<file path="src/rtl/decode_sequencer_pkg.sv">
// Shared definitions for the decode sequencer: FSM states, format codes, opcodes, PC defaults.
// The TRAP state is only present when ILLEGAL_TRAP_EN is defined.
package decode_sequencer_pkg;

  typedef enum logic [2:0] {
    ST_IDLE      = 3'd0,
    ST_FETCH     = 3'd1,
    ST_DECODE    = 3'd2,
    ST_EXECUTE   = 3'd3,
    ST_WRITEBACK = 3'd4
`ifdef ILLEGAL_TRAP_EN
    , ST_TRAP    = 3'd5
`endif
  } state_e;

  localparam logic [2:0] FMT_R    = 3'd0;
  localparam logic [2:0] FMT_I    = 3'd1;
  localparam logic [2:0] FMT_S    = 3'd2;
  localparam logic [2:0] FMT_B    = 3'd3;
  localparam logic [2:0] FMT_U    = 3'd4;
  localparam logic [2:0] FMT_J    = 3'd5;
  localparam logic [2:0] FMT_NONE = 3'd7;

  localparam logic [6:0] OP_REG    = 7'b0110011;
  localparam logic [6:0] OP_IMM    = 7'b0010011;
  localparam logic [6:0] OP_LOAD   = 7'b0000011;
  localparam logic [6:0] OP_JALR   = 7'b1100111;
  localparam logic [6:0] OP_STORE  = 7'b0100011;
  localparam logic [6:0] OP_BRANCH = 7'b1100011;
  localparam logic [6:0] OP_LUI    = 7'b0110111;
  localparam logic [6:0] OP_AUIPC  = 7'b0010111;
  localparam logic [6:0] OP_JAL    = 7'b1101111;

  localparam logic [31:0] DEF_RESET_PC    = 32'h0000_0000;
  localparam logic [31:0] DEF_TRAP_VECTOR = 32'h0000_0100;

  // Formats whose instructions carry a destination register.
  function automatic logic writes_rd(input logic [2:0] fmt);
    return (fmt == FMT_R) || (fmt == FMT_I) || (fmt == FMT_U) || (fmt == FMT_J);
  endfunction

endpackage

</file>
<file path="src/rtl/decode_sequencer_classify.sv">
// Combinational opcode-to-format classifier used by the decode sequencer.
module opcode_format_classify
  import decode_sequencer_pkg::*;
(
  input  logic [6:0] opcode,
  output logic [2:0] format
);

  always_comb begin
    format = FMT_NONE;
    case (opcode)
      OP_REG:                     format = FMT_R;
      OP_IMM, OP_LOAD, OP_JALR:   format = FMT_I;
      OP_STORE:                   format = FMT_S;
      OP_BRANCH:                  format = FMT_B;
      OP_LUI, OP_AUIPC:           format = FMT_U;
      OP_JAL:                     format = FMT_J;
      default:                    format = FMT_NONE;
    endcase
  end

endmodule

</file>
<file path="src/rtl/decode_sequencer.sv">
// Fetch/decode/execute/writeback sequencer for a single-issue core.
// Define ILLEGAL_TRAP_EN to redirect illegal opcodes to TRAP_VECTOR; otherwise they retire as NOPs.
module decode_sequencer
  import decode_sequencer_pkg::*;
#(
  parameter logic [31:0] RESET_PC    = DEF_RESET_PC,
  parameter logic [31:0] TRAP_VECTOR = DEF_TRAP_VECTOR
) (
  input  logic        clk,
  input  logic        reset,
  output logic        imem_req,
  output logic [31:0] imem_addr,
  input  logic        imem_valid,
  input  logic [31:0] imem_rdata,
  output logic [31:0] pc_out,
  output logic [31:0] instr_q,
  output logic [2:0]  dec_sel,
  output logic        ex_start,
  input  logic        ex_done,
  input  logic        branch_taken,
  input  logic [31:0] branch_target,
  output logic        rf_we,
  output logic        illegal
);

  state_e      state_reg;
  logic [31:0] pc_reg;
  logic [31:0] pc_next_reg;
  logic [31:0] instr_reg;
  logic [2:0]  dec_sel_reg;
  logic        ex_start_reg;
  logic [2:0]  fmt;

  opcode_format_classify u_classify (
    .opcode (instr_reg[6:0]),
    .format (fmt)
  );

  always_ff @(posedge clk) begin
    if (reset) begin
      state_reg    <= ST_IDLE;
      pc_reg       <= RESET_PC;
      pc_next_reg  <= RESET_PC;
      instr_reg    <= '0;
      dec_sel_reg  <= FMT_NONE;
      ex_start_reg <= 1'b0;
    end else begin
      ex_start_reg <= 1'b0;
      case (state_reg)
        ST_IDLE: state_reg <= ST_FETCH;
        ST_FETCH: begin
          if (imem_valid) begin
            instr_reg <= imem_rdata;
            state_reg <= ST_DECODE;
          end
        end
        ST_DECODE: begin
          dec_sel_reg <= fmt;
          if (fmt != FMT_NONE) begin
            state_reg    <= ST_EXECUTE;
            ex_start_reg <= 1'b1;
          end else begin
`ifdef ILLEGAL_TRAP_EN
            state_reg   <= ST_TRAP;
`else
            pc_next_reg <= pc_reg + 32'd4;
            state_reg   <= ST_WRITEBACK;
`endif
          end
        end
        ST_EXECUTE: begin
          if (ex_done) begin
            pc_next_reg <= branch_taken ? branch_target : pc_reg + 32'd4;
            state_reg   <= ST_WRITEBACK;
          end
        end
        ST_WRITEBACK: begin
          pc_reg    <= pc_next_reg;
          state_reg <= ST_FETCH;
        end
`ifdef ILLEGAL_TRAP_EN
        ST_TRAP: begin
          pc_reg    <= TRAP_VECTOR;
          state_reg <= ST_FETCH;
        end
`endif
        default: state_reg <= ST_IDLE;
      endcase
    end
  end

  assign imem_req  = (state_reg == ST_FETCH);
  assign imem_addr = pc_reg;
  assign pc_out    = pc_reg;
  assign instr_q   = instr_reg;
  assign dec_sel   = dec_sel_reg;
  assign ex_start  = ex_start_reg;
  // Writes to x0 are suppressed; an illegal NOP has FMT_NONE and never writes.
  assign rf_we     = (state_reg == ST_WRITEBACK) && writes_rd(dec_sel_reg) && (instr_reg[11:7] != 5'd0);

`ifdef ILLEGAL_TRAP_EN
  assign illegal   = (state_reg == ST_TRAP);
`else
  logic unused_trap_vector;
  assign unused_trap_vector = ^TRAP_VECTOR;
  assign illegal   = 1'b0;
`endif

endmodule
</file>
<file path="config.mk">
export PLATFORM = sky130hd
export DESIGN_NAME = decode_sequencer
export DESIGN_NICKNAME = d
export VERILOG_FILES = /design/src/rtl/decode_sequencer_pkg.sv /design/src/rtl/decode_sequencer_classify.sv /design/src/rtl/decode_sequencer.sv
export SDC_FILE = /design/constraint.sdc
export NUM_CORES = 1
export LEC_CHECK = 0
export CAP_MARGIN = 20
export CORE_ASPECT_RATIO = 0.6
export CORE_MARGIN = 3
export CORE_UTILIZATION = 57
export DETAILED_ROUTE_END_ITERATION = 12
export DONT_BUFFER_PORTS = 1
export PLACE_DENSITY_LB_ADDON = 0.15
export SLEW_MARGIN = 20
export SYNTH_ARGS = -nofsm -noshare
export SYNTH_HDL_FRONTEND = slang
export SYNTH_SLANG_ARGS = --single-unit
</file>
<file path="constraint.sdc">
create_clock -name clk -period 2.2 [get_ports clk]
set_input_delay 0.44 -clock clk [delete_from_list [all_inputs] [get_ports clk]]
set_output_delay 0.44 -clock clk [all_outputs]
set_load 0.01 [all_outputs]
</file>
==> summary.txt <==
Timing
  • Final Max Slew Viols: 0
  • Final setup margin: 0.1009 ns
  • WHS: 0.1708 ns
  • Clock skew: 0.01025 ns
  • Fin. Hold Viols: 0
  • Setup TNS: 0 ns
  • Fmax: 476.4 MHz
  • RSZ-0062 raised after global routing: no
  • Final Setup Violations: 0
  • Crit path time final: 2.099 ns
  • Final worst-path cycle share: 95.42%

Global routing
  • Pin count of the biggest net entering global routing: 111
  • First-pass GRT wire length: 20,370 µm
  • Initial antenna violation count: 1
  • Grt total ovfl: 0
  • Gr usage total: 25.67%
  • Vias in the first global route: 4,042

Setup path
  • CP max FO: 6
  • R2r worst-path depth: 6
  • RR Startpoint: imem_addr[2]
  • Critical Path RT: 2.47 ns
  • CP endpoint kind: flip-flop
  • Worst setup path startpoint: imem_addr[2]
  • FF-to-FF End: pc_next_reg[18]
  • Kind of critical path: reg -> reg
  • Arrival time worst endpoint: 2.37 ns
  • Reg2Reg Setup Slack: 0.10 ns
  • Worst Setup Start Kind: flip-flop

Routing
  • Vias/cell: 5.934
  • Avg WL per Cell: 17.46 µm
  • DRT Pass-1 Iters: 4
  • Antenna-violating nets left: 0
  • DR DRC count: 0
  • Final WL: 12,480 µm
  • First DRT Iteration DRCs: 355
  • DR vias: 4,243

Place
  • Pre-CTS setup slack: -0.04059 ns
  • Input/output buffers: 0
  • Detailed placement HPWL: 8688 µm
  • Placed cell area: 0.004897 mm²
  • GP Congestion: 0.8539
  • Placed Cells incl. Taps: 699

Clock tree
  • Post-CTS Setup Bufs: 0
  • Clock Root Buffer: clkbuf_16
  • H-tree depth: 3
  • TritonCTS Sinks: 103
  • Num CTS Buffers: 9
  • TritonCTS clock tree: built
  • Max clock buf depth: 2
  • Clock slew at reported path FFs: 0.07 ns
  • Hold_buf cts: 0
  • Clk_lat worst skew: 0.34 ns

Hold path
  • HP Class: in -> reg
  • Worst hold path depth: 1
  • Worst Hold Endpoint: instr_q[15]
  • Hold path start: reset

Power and ir drop
  • Sequential share of power: 54.3%
  • Leak: 1.720 nW
  • Net Sw Power: 0.8289 mW
  • Cell-internal power: 2.762 mW
  • Maximum VDD drop: 425.9 µV
  • Comb pwr share: 4.3%
  • Clk pwr share: 41.4%
  • Pwr Density: 692.9 mW/mm²
  • Pwr Total: 3.591 mW
  • Sw frac: 23.08%

Floorplan
  • Cell Rows: 25
  • Die X: 125.0 µm
  • I/O pins: 172
  • Die Y: 77.41 µm
  • Die area: 0.009678 mm²
  • Core area: 0.008070 mm²
  • Initial Util: 60.03%

Final layout
  • Layout cells sized above 1: 11.37%
  • Design Area, Final: 0.005182 mm²
  • Ant. Diodes: 0
  • NumNets Final: 672
  • Non-Filler Instances: 715
  • Final core utilization: 64.22%
  • Layout fillers: 731
  • Area grow syn2layout: 6.973%

Synthesis
  • Post-Synthesis Cells: 621
  • Post-synthesis mux area share: 0.6198%
  • Xor-xnor portion of the synthesized cell area: 3.435%
  • Compound-gate portion of the synthesized area: 18.18%
  • Synth Area in Simple Gates: 25.23%
  • Synth Cell Area: 0.004845 mm²
  • Post-synthesis sequential area ratio: 42.56%
  • Synth Area in Adders: 0.2583%
  • Post-synth ARST share: 0%
  • Number of synthesis warnings: 0
  • Post-synth top flop: dfxtp_1
  • Mean area per synthesized cell: 7.801 µm²
  • Syn nets: 691
  • Largest family of logic cells by synthesized area: simple AND/OR/NAND/NOR gates
  • Yosys cell types: 56
  • Number of synthesized flops with an enable pin: 0
  • Number of synthesized register bits: 103

Run status
  • Status: finished, final reports clean

Run
  • Max cap viols: 0
## power by group through the flow
| stage | clock network [mW] | logic [mW] | registers, mW |
|---|---|---|---|
| after global placement | 0 | 0.149 | 1.99 |
| after CTS | 1.52 | 0.154 | 1.95 |
| final | 1.49 | 0.154 | 1.95 |
| after detailed placement | 0 | 0.155 | 1.99 |
| after global routing | 1.60 | 0.175 | 1.96 |
| after floorplan | 0 | 0.153 | 1.98 |
## area by class of cell
class | count | area, µm² | area share [%]
Clock buffer | 12 | 246.5 | 4.756
Tap cell | 108 | 135.1 | 2.607
Sequential cell | 103 | 2068 | 39.91
Clock inverter | 4 | 30.03 | 0.5794
Multi-Input combinational cell | 438 | 2337 | 45.10
Timing Repair Buffer | 44 | 342.8 | 6.615
Inverter | 6 | 22.52 | 0.4346
## worst max-delay path, stage by stage, from the launching register on
cell and delay, ns:
dfxtp_4 0.36, ha_4 0.15, nand3_2 0.09, or4_4 0.58
or3_1 0.33, a311o_1 0.37, a21oi_1 0.14
## worst max-delay path by stage
stage / cells past startpoint / end / slack (ns)
after global routing: 7 / pc_next_reg[22] / 0.006
after CTS: 6 / pc_next_reg[24] / 0.04
final: 6 / pc_next_reg[18] / 0.10
after detailed placement: 6 / pc_next_reg[24] / -0.04
after global placement: 6 / pc_next_reg[24] / 0.05
after floorplan: 6 / pc_next_reg[24] / 0.008
## cell families after synthesis
family / count (synthesis)
AO/OA/AOI/OAI: 142
XOR/XNOR: 19
buffers and inverters: 80
multiplexers: 3
other: 1
adder cells (fa/ha/maj): 1
flip-flops: 103
AND/OR/NAND/NOR: 272
## per-layer routing
metal	share of wire, %	GRT usage (%)	routed length, µm
met1	44	34.04	5532
met2	44	39.50	5543
met3	9.7	10.11	1216
met4	1.5	6.385	181
met5	0.056	0	7
## synth_stat cells (2+ instances only)
library cell | number | area, µm²
a311o_1 | 3 | 30.03
and2_1 | 4 | 25.02
xor2_1 | 11 | 96.34
a31oi_1 | 3 | 18.77
clkbuf_8 | 2 | 27.53
a311oi_1 | 4 | 35.03
or2_2 | 2 | 12.51
nand2_1 | 165 | 619.3
a21oi_1 | 81 | 405.4
inv_1 | 5 | 18.77
nand4b_1 | 2 | 17.52
a32oi_1 | 4 | 35.03
or3_1 | 3 | 18.77
buf_2 | 2 | 10.01
o221ai_1 | 2 | 17.52
a21boi_0 | 3 | 22.52
nor2_1 | 30 | 112.6
nand3b_1 | 12 | 90.09
nor4_1 | 4 | 25.02
dfxtp_1 | 103 | 2062
o21ai_0 | 6 | 30.03
mux2i_1 | 3 | 30.03
nand2b_1 | 2 | 12.51
and3_1 | 4 | 25.02
xnor2_1 | 8 | 70.07
nor2b_1 | 4 | 25.02
o211ai_1 | 4 | 30.03
nor3_1 | 11 | 55.05
nand3_1 | 11 | 55.05
buf_4 | 33 | 247.7
clkbuf_1 | 34 | 127.6
o41ai_1 | 4 | 35.03
o22ai_1 | 5 | 31.28
a211oi_1 | 2 | 15.01
buf_6 | 2 | 22.52
a211o_1 | 10 | 87.58
nand4_1 | 8 | 50.05
or4_1 | 4 | 30.03
nor3b_1 | 3 | 22.52
o31ai_1 | 2 | 15.01
## layout by cell type, fill, tap and decap left out, types with 5 or more instances in the layout
cell and count:
o21ai_0 6, a21oi_1 81, nand3_1 10, a211o_1 10, xnor2_1 8, inv_1 5, nand2_1 165, nand4_1 8
nor2_1 30, clkbuf_16 9, dfxtp_1 100, buf_4 43, nor3_1 11, xor2_1 11, o22ai_1 5, nand3b_1 12
## repair_timing
action                                  CTS  global route
pin swaps                                 0             2
cloned                                    0             0
gates resized for setup                   1             1
endpoints found under the setup margin    1             1
No activity file was read; power rests on OpenSTA's default activity.
